### src/rtl/ldpc_slot_arbiter.sv
// Purpose: shares one LDPC decoder among NUM_SLOTS soft-LLR packet streams.
//   It uses packet-level round-robin on the decoder input and a grant-order FIFO
//   to route decoded packets back to their source slots.
// Latency: input and output datapaths are zero-latency combinational muxes.
//   Each packet costs one extra IDLE arbitration cycle.
// Backpressure: the granted slot sees dec_in_ready, and the head-of-FIFO slot drives
//   dec_out_ready. Arbitration stalls while ORDER_DEPTH codewords are in flight.
// Ports:
//   clk_clk, reset_reset_n            : clock, asynchronous active-low reset
//   req_valid/ready/sop/eop/data      : per-slot LLR input streams (slot k at [k*LLR_W +: LLR_W])
//   dec_in_valid/ready/sop/eop/data   : decoder Avalon-ST input
//   dec_out_valid/ready/sop/eop/data  : decoder Avalon-ST output
//   rsp_valid/ready/sop/eop/data      : per-slot decoded streams (data broadcast to all slots)
//   in_flight                         : codewords granted but not yet fully returned
//   proto_err                         : sticky, set on a non-sop beat offered while IDLE
module ldpc_slot_arbiter #(
  parameter int NUM_SLOTS   = 4,
  parameter int ORDER_DEPTH = 4,
  parameter int LLR_W       = 6,
  parameter int OUT_W       = 2
) (
  input  logic                           clk_clk,
  input  logic                           reset_reset_n,
  input  logic [NUM_SLOTS-1:0]           req_valid,
  output logic [NUM_SLOTS-1:0]           req_ready,
  input  logic [NUM_SLOTS-1:0]           req_sop,
  input  logic [NUM_SLOTS-1:0]           req_eop,
  input  logic [NUM_SLOTS*LLR_W-1:0]     req_data,
  output logic                           dec_in_valid,
  output logic                           dec_in_sop,
  output logic                           dec_in_eop,
  output logic [LLR_W-1:0]               dec_in_data,
  input  logic                           dec_in_ready,
  input  logic                           dec_out_valid,
  input  logic                           dec_out_sop,
  input  logic                           dec_out_eop,
  input  logic [OUT_W-1:0]               dec_out_data,
  output logic                           dec_out_ready,
  output logic [NUM_SLOTS-1:0]           rsp_valid,
  output logic [NUM_SLOTS-1:0]           rsp_sop,
  output logic [NUM_SLOTS-1:0]           rsp_eop,
  output logic [NUM_SLOTS*OUT_W-1:0]     rsp_data,
  input  logic [NUM_SLOTS-1:0]           rsp_ready,
  output logic [$clog2(ORDER_DEPTH):0]   in_flight,
  output logic                           proto_err
);

  localparam int SW = (NUM_SLOTS > 1) ? $clog2(NUM_SLOTS) : 1;
  localparam int AW = $clog2(ORDER_DEPTH);

  typedef logic [SW-1:0] slot_t;
  typedef enum logic {IDLE, XFER} state_t;

  state_t  state_q, state_d;
  slot_t   grant_q, grant_d;
  slot_t   rr_ptr_q, rr_ptr_d;
  logic    err_set;

  // Arbitration result
  logic    pick_vld;
  slot_t   pick;

  // Grant-order FIFO: one slot id per codeword inside the decoder
  slot_t            order_mem [ORDER_DEPTH];
  logic [AW-1:0]    wr_ptr_q, rd_ptr_q;
  logic [AW:0]      count_q;
  logic             fifo_full, fifo_empty, push, pop;
  slot_t            head;

  assign fifo_empty = (count_q == '0);
  assign fifo_full  = (count_q == (AW+1)'(ORDER_DEPTH));
  assign head       = order_mem[rd_ptr_q];
  assign in_flight  = count_q;

  // Round-robin search starting one past the last granted slot
  always_comb begin
    slot_t idx;
    idx      = '0;
    pick_vld = 1'b0;
    pick     = '0;
    for (int i = 1; i <= NUM_SLOTS; i++) begin
      idx = slot_t'((int'(rr_ptr_q) + i) % NUM_SLOTS);
      if (!pick_vld && req_valid[idx] && req_sop[idx]) begin
        pick_vld = 1'b1;
        pick     = idx;
      end
    end
  end

  // Input FSM: next state and input-side outputs
  always_comb begin
    state_d      = state_q;
    grant_d      = grant_q;
    rr_ptr_d     = rr_ptr_q;
    req_ready    = '0;
    dec_in_valid = 1'b0;
    dec_in_sop   = 1'b0;
    dec_in_eop   = 1'b0;
    dec_in_data  = '0;
    push         = 1'b0;
    err_set      = 1'b0;
    unique case (state_q)
      IDLE: begin
        // Stray mid-packet beats are swallowed so they cannot wedge a slot.
        // They are blocked while reset is held so that all ready outputs stay low.
        if (reset_reset_n) begin
          req_ready = req_valid & ~req_sop;
        end
        err_set = |(req_valid & ~req_sop);
        if (pick_vld && !fifo_full) begin
          grant_d = pick;
          push    = 1'b1;
          state_d = XFER;
        end
      end
      XFER: begin
        dec_in_valid       = req_valid[grant_q];
        dec_in_sop         = req_sop[grant_q];
        dec_in_eop         = req_eop[grant_q];
        dec_in_data        = req_data[int'(grant_q)*LLR_W +: LLR_W];
        req_ready[grant_q] = dec_in_ready;
        if (req_valid[grant_q] && dec_in_ready && req_eop[grant_q]) begin
          rr_ptr_d = grant_q;
          state_d  = IDLE;
        end
      end
      default: state_d = IDLE;
    endcase
  end

  // Output routing to the slot at the FIFO head
  always_comb begin
    rsp_valid     = '0;
    rsp_sop       = '0;
    rsp_eop       = '0;
    dec_out_ready = 1'b0;
    if (!fifo_empty) begin
      rsp_valid[head] = dec_out_valid;
      rsp_sop[head]   = dec_out_sop;
      rsp_eop[head]   = dec_out_eop;
      dec_out_ready   = rsp_ready[head];
    end
  end

  assign pop      = !fifo_empty && dec_out_valid && rsp_ready[head] && dec_out_eop;
  assign rsp_data = {NUM_SLOTS{dec_out_data}};

  always_ff @(posedge clk_clk or negedge reset_reset_n) begin
    if (!reset_reset_n) begin
      state_q   <= IDLE;
      grant_q   <= '0;
      rr_ptr_q  <= slot_t'(NUM_SLOTS-1);
      proto_err <= 1'b0;
    end else begin
      state_q  <= state_d;
      grant_q  <= grant_d;
      rr_ptr_q <= rr_ptr_d;
      if (err_set) begin
        proto_err <= 1'b1;
      end
    end
  end

  always_ff @(posedge clk_clk or negedge reset_reset_n) begin
    if (!reset_reset_n) begin
      wr_ptr_q <= '0;
      rd_ptr_q <= '0;
      count_q  <= '0;
      for (int i = 0; i < ORDER_DEPTH; i++) begin
        order_mem[i] <= '0;
      end
    end else begin
      if (push) begin
        order_mem[wr_ptr_q] <= grant_d;
        wr_ptr_q            <= wr_ptr_q + 1'b1;
      end
      if (pop) begin
        rd_ptr_q <= rd_ptr_q + 1'b1;
      end
      unique case ({push, pop})
        2'b10:   count_q <= count_q + 1'b1;
        2'b01:   count_q <= count_q - 1'b1;
        default: count_q <= count_q;
      endcase
    end
  end

endmodule
### config.mk
export PLATFORM = sky130hd
export DESIGN_NAME = ldpc_slot_arbiter
export DESIGN_NICKNAME = d
export VERILOG_FILES = /design/src/rtl/ldpc_slot_arbiter.sv
export SDC_FILE = /design/constraint.sdc
export NUM_CORES = 1
export LEC_CHECK = 0
export CAP_MARGIN = 20
export CORE_MARGIN = 8
export CORE_UTILIZATION = 36
export CTS_CLUSTER_SIZE = 28
export DETAILED_ROUTE_END_ITERATION = 8
export PLACE_DENSITY_LB_ADDON = 0.3
export SYNTH_ARGS = -nofsm -noshare
export SYNTH_HDL_FRONTEND = slang
export SYNTH_SLANG_ARGS = --single-unit
### constraint.sdc
create_clock -name clk_clk -period 2.4 [get_ports clk_clk]
set_clock_uncertainty 0.1 [all_clocks]
set_input_delay 0.72 -clock clk_clk [delete_from_list [all_inputs] [get_ports clk_clk]]
set_output_delay 0.72 -clock clk_clk [all_outputs]
set_load 0.05 [all_outputs]
Yosys cells after proc, flatten, opt, wreduce, memory -nomap -nowiden
Cells that the tools add are included.

Bits in registers: 21.

$mul: 1. Muxes and demuxes: 60. Add/subtract/negate cells: 8. Shift operators: 1. Bitwise gates (word level): 9. Reduce and logical (&&, ||, !) cells: 25. Eq/ne operators: 3. Order comparisons: 11.

Operator list (count): $mux W1 (26); $bmux W1 S2 (12); $shiftx A24 B6 Y6 (1); $and A4 B4 Y4 (5); $lt A2 B3 Y1 const B (6); $mux W2 (9); $logic_and A1 B1 Y1 (16); $mux W4 (4); $add A2 B1 Y2 const B (4); $bwmux W8 (1); $pmux W4 S2 (1); $ge A3 B3 Y1 const B (2); $mux W6 (1); $not A2 Y3 (2); $pmux W3 S2 (1); $logic_not A1 Y1 (5); $add A2 B2 Y2 const B (2); $bmux W2 S2 (1); $demux W1 S2 (2); $demux W2 S2 (1); $ge A2 B1 Y1 const B (2); $mul A2 B2 Y4 const B (1); $not A4 Y4 (1); $reduce_or A4 Y1 (1); 11 further kinds (11).

Logic depth before layout (Yosys ltp)
Depth after elaboration: 22. Depth in mapped cells: 10.

Least setup slack after synthesis
OpenSTA, ideal clock, no wires.

Path type: register to output. Start: register rd_ptr_q[0]. End: output port rsp_eop[0]. Data arrival time: 2.044 ns. Stages on the path, launching flop included: 4. Path buffers: 0. Setup slack: -0.464 ns. Required time: 1.580 ns. Path through: dfrtp_1 mux4_1 or2_2 nor2_1.

Cells in the longest elaborated chain, start to end: 10. Elaborated cells between the ends (all ways): 11.

Ends and longest elaborated chain: from (decl) (line 65) `logic [AW-1:0] wr_ptr_q, rd_ptr_q;`; from (signal assigned) (line 178) `rd_ptr_q <= rd_ptr_q + 1'b1;`; $not A2 Y3 (not written as such) (*) (line 72) `assign head = order_mem[rd_ptr_q];`; $bmux W2 S2 (*) (line 72); $mux W2 (not written as such) (*) (2 in a row) (line 72); $lt A2 B3 Y1 (not written as such) / $ge A2 B1 Y1 (equally long branches) (line 140) `rsp_eop[head] = dec_out_eop;`; $logic_and A1 B1 Y1 (not written as such) (line 140); $mux W1 (not written as such) (line 140); $demux W1 S2 (*) (line 140); $and A4 B4 Y4 (no source line) (*); $mux W4 (*) (line 137) `if (!fifo_empty) begin`; to (decl) (line 41) `output logic [NUM_SLOTS-1:0] rsp_eop,`.

Mark *: on every way between the ends. The rest lies on a longest branch, timed or not. The select of a mux whose other input is x is not followed.

Worst setup path after layout
Start: register rd_ptr_q[0]. End: output port rsp_valid[0].

Cells in the longest elaborated chain, start to end: 10. Elaborated cells between the ends (all ways): 11.

Ends and longest elaborated chain: $not A2 Y3 (not written as such) (*) (line 72); $bmux W2 S2 (*) (line 72); $mux W2 (not written as such) (*) (2 in a row) (line 72); $lt A2 B3 Y1 (not written as such) / $ge A2 B1 Y1 (equally long branches) (line 138) `rsp_valid[head] = dec_out_valid;`; $logic_and A1 B1 Y1 (not written as such) (line 138); $mux W1 (not written as such) (line 138); $demux W1 S2 (*) (line 138); $and A4 B4 Y4 (no source line) (*); $mux W4 (*) (line 137); to (decl) (line 39) `output logic [NUM_SLOTS-1:0] rsp_valid,`.

Marks and branches as above.

==> summary.md <==
| Metric | Value |
|---|---|
| Ports | `86` |
| Layout cell share with drive strength beyond 1 | `63.5%` |
| CP startpoint kind | `flip-flop` |
| Die Ht | `83.4 um` |
| Post-Synth Simple-Gate Area | `17.9%` |
| Seq/Total Area, Yosys | `32.3%` |
| Leakage | `1.34 nW` |
| First-pass GRT wire length | `8790 um` |
| Stages on worst setup path | `5` |
| Max-slew headroom | `65.9%` |
| Core ar. | `0.00435 mm^2` |
| Final wirelength | `5290 um` |
| Drc violations | `0` |
| Routed Antenna Nets | `0` |
| Fill cells | `323` |
| Synth top cells by count | `nand2_1, dfrtp_1, nor2_1` |
| Gr usage total | `14.9%` |
| Crit path buffers/inverters | `2` |
| Post-Synth Adder-Cell Area | `5.05%` |
| Placed cell count | `299` |
| Synth Area in Compound Gates | `8.03%` |
| Syn_nets | `216` |
| EDFF count, synth | `0` |
| Share of the synthesized area in the top cell type | `29.1%` |
| Top FF cell, synth | `dfrtp_1` |
| CP max stage cell | `mux4_2` |
| Final hold violation count | `0` |
| Initial DRT Pass Iterations | `5` |
| CP Max Fanout | `4` |
| Hold Path Class | `in2async` |
| Num CTS Buffers | `3` |
| Worst VDD drop | `0.000743 V` |
| Largest family of logic cells by synthesized area | `multiplexers` |
| Power Dens Cells | `1580 mW/mm^2` |
| Fraction of registers with async set/reset | `100%` |
| Die width | `83.4 um` |
| CP endpoint kind | `output pin` |
| Die area | `0.00696 mm^2` |
| Post-route insts no fill | `318` |
| CTS tree | `built` |
| Post-DR wirelength/cell | `16.6 um` |
| CP Data Required Time | `1.58 ns` |
| Port bufs | `75` |
| Post-synthesis xor/xnor area fraction | `3.21%` |
| Area leader, netlist | `dfrtp_1` |
| Worst-path clk slew | `0.08 ns` |
| Grt total ovfl | `0` |
| H-tree Lvls | `1` |
| Vias in the first global route | `1812` |
| Crit path DAT | `1.94 ns` |
| Clock sinks | `21` |
| Max incr delay on CP | `0.56 ns` |
| Syn Std Cell Area | `0.00164 mm^2` |
| Area grow syn2layout | `81.0%` |
| Num rows | `24` |
| Mean Syn Cell Area | `10.1 um^2` |
| Min Tclk post-route | `2.76 ns` |
| Warnings from Yosys | `0` |
| Mux cell area share after synthesis | `26.1%` |
| Max-slew violations | `0` |
| Worst r2r path cells | `11` |
| Cts hold-fix bufs | `0` |
| Worst-Skew Late Latency | `0.26 ns` |
| Post-synthesis cell count | `162` |
| Yosys cell types | `34` |
| Outcome | `complete, but fails checks` |
| Synth Register Bits | `21` |
| Final setup fails | `24` |
| Max Clk Rate | `363 MHz` |
| Number of diodes | `0` |
| CP Class | `reg2out` |
| Worst slew pin tran | `0.509 ns` |
| Clock root cell | `clkbuf_8` |
| Final worst setup slack | `-0.355 ns` |
| Vias/cell | `5.08` |
| Dominant cells by area after synthesis | `dfrtp_1, mux4_2, mux2_2` |
| Ordered cell list for the critical path | `buf_4 -> mux4_2 -> or2_4 -> nor2_4 -> buf_12` |
| Dominant delay contributor by cell family on the critical path | `multiplexers` |
| Clock Tree Buf Depth | `2` |
| Overall via count from detail_route | `1615` |
| Final Cycle Share | `115%` |
| RSZ-0062 raised after global routing | `yes` |
| Initial antenna violation count | `0` |
| First DRT Iteration DRCs | `40` |
| Tot Pwr | `4.67 mW` |
| Pin count of the biggest net entering global routing | `20` |
| Most common cell in the netlist | `nand2_1` |
| Failing checks | `setup timing` |
| Starting Density | `37.6%` |
| Dpl hpwl | `4100 um` |
| Final-stage net count | `321` |
| # Max-Cap Violations | `0` |
| Gp weighted congestion | `0.818` |
-- per-stage QoR --
stage	utilization [%]	setup TNS, ns	hold slack [ns]	area, um^2	worst slack [ns]
4_1_cts	66.3	-4.68	0.399	2890	-0.337
3_3_place_gp	63.9	-8.78	0.384	2780	-0.463
5_1_grt	68.0	-6.41	0.338	2960	-0.444
6_report	68.0	-4.54	0.345	2960	-0.355
3_5_place_dp	63.9	-9.27	0.372	2780	-0.507
2_1_floorplan	-	-1.21	0.324	1730	-0.184
-- area by class of cell --
type	instances	area [um^2]	area share, %
Clock buffer	3	41.3	1.39
Tap cell	52	65.1	2.20
Timing Repair Buffer	112	1140	38.7
Inverter	12	45.0	1.52
Sequential cell	21	531	17.9
Clock inverter	1	7.51	0.254
Multi-Input combinational cell	117	1130	38.0
-- cells in the final DEF, fill, tap and decap left out, types with 4 or more instances in the layout --
| cell | synthesis | layout |
|---|---|---|
| mux4_2 | 10 | 11 |
| nor2_2 | 0 | 6 |
| nand3_1 | 4 | 4 |
| buf_6 | 0 | 8 |
| inv_1 | 12 | 11 |
| dfrtp_1 | 19 | 17 |
| o22ai_2 | 0 | 4 |
| ha_1 | 5 | 4 |
| buf_2 | 1 | 28 |
| mux2_2 | 12 | 12 |
| buf_8 | 0 | 11 |
| buf_12 | 0 | 18 |
| nor2_4 | 0 | 6 |
| clkdlybuf4s50_1 | 0 | 8 |
| and2_4 | 0 | 9 |
| buf_4 | 8 | 36 |
| nand2_1 | 20 | 18 |
-- worst paths after layout --
path	startpoint	to	slack, ns
setup / recovery	rd_ptr_q[0]	rsp_valid[0]	-0.36
hold / removal	reset_reset_n	state_q	0.34
setup reg to reg	rd_ptr_q[0]	in_flight[2]	-0.29
hold reg to reg	order_mem[0]	order_mem[0]	0.41
max in group asynchronous	reset_reset_n	rr_ptr_q[1]	1.51
min in group clk_clk	order_mem[0]	order_mem[0]	0.41
-- registers in the layout, indices dropped and copies added (netlist names) --
name       flops
rr_ptr_q       2
wr_ptr_q       2
rd_ptr_q       2
order_mem      8
proto_err      1
in_flight      3
grant_q        2
state_q        1
-- cell families after synthesis --
logic type / after synthesis
muxes: 27
xor gates and xnor gates: 6
and+or+nand+nor: 61
adders and majority gates: 6
buffers and inverters: 24
DFF: 21
AOI/OAI and AO/OA: 17
-- timing repair --
item	in CTS	in global routing
resized for setup	166	6
setup endpoints to repair	28	27
hold endpoints to repair	0	0
buffers inserted	9	5
gates cloned	0	1
pin swaps	10	3
-- power by group --
group | internal [mW] | switching (mW)
Combinational | 1.84 | 1.89
Clock | 0.117 | 0.120
Sequential | 0.534 | 0.168
Total | 2.49 | 2.18
-- worst register-to-register path: stages (launching register included) --
cell	delay (ns)
dfrtp_1	0.38
buf_4	0.13
mux4_2	0.56
mux2i_2	0.23
buf_4	0.15
and3_4	0.19
ha_4	0.13
inv_2	0.03
fa_2	0.32
xor2_1	0.15
nor2_1	0.10
xor2_1	0.14
-- routing by layer --
metal,vias to the layer above,routed length [um],GRT usage (%)
li1,767,-,-
met2,60,2700,25.7
met5,-,0,0
met1,784,2280,17.9
met3,4,271,3.42
met4,0,29,4.47
No activity file was read; power rests on OpenSTA's default activity.
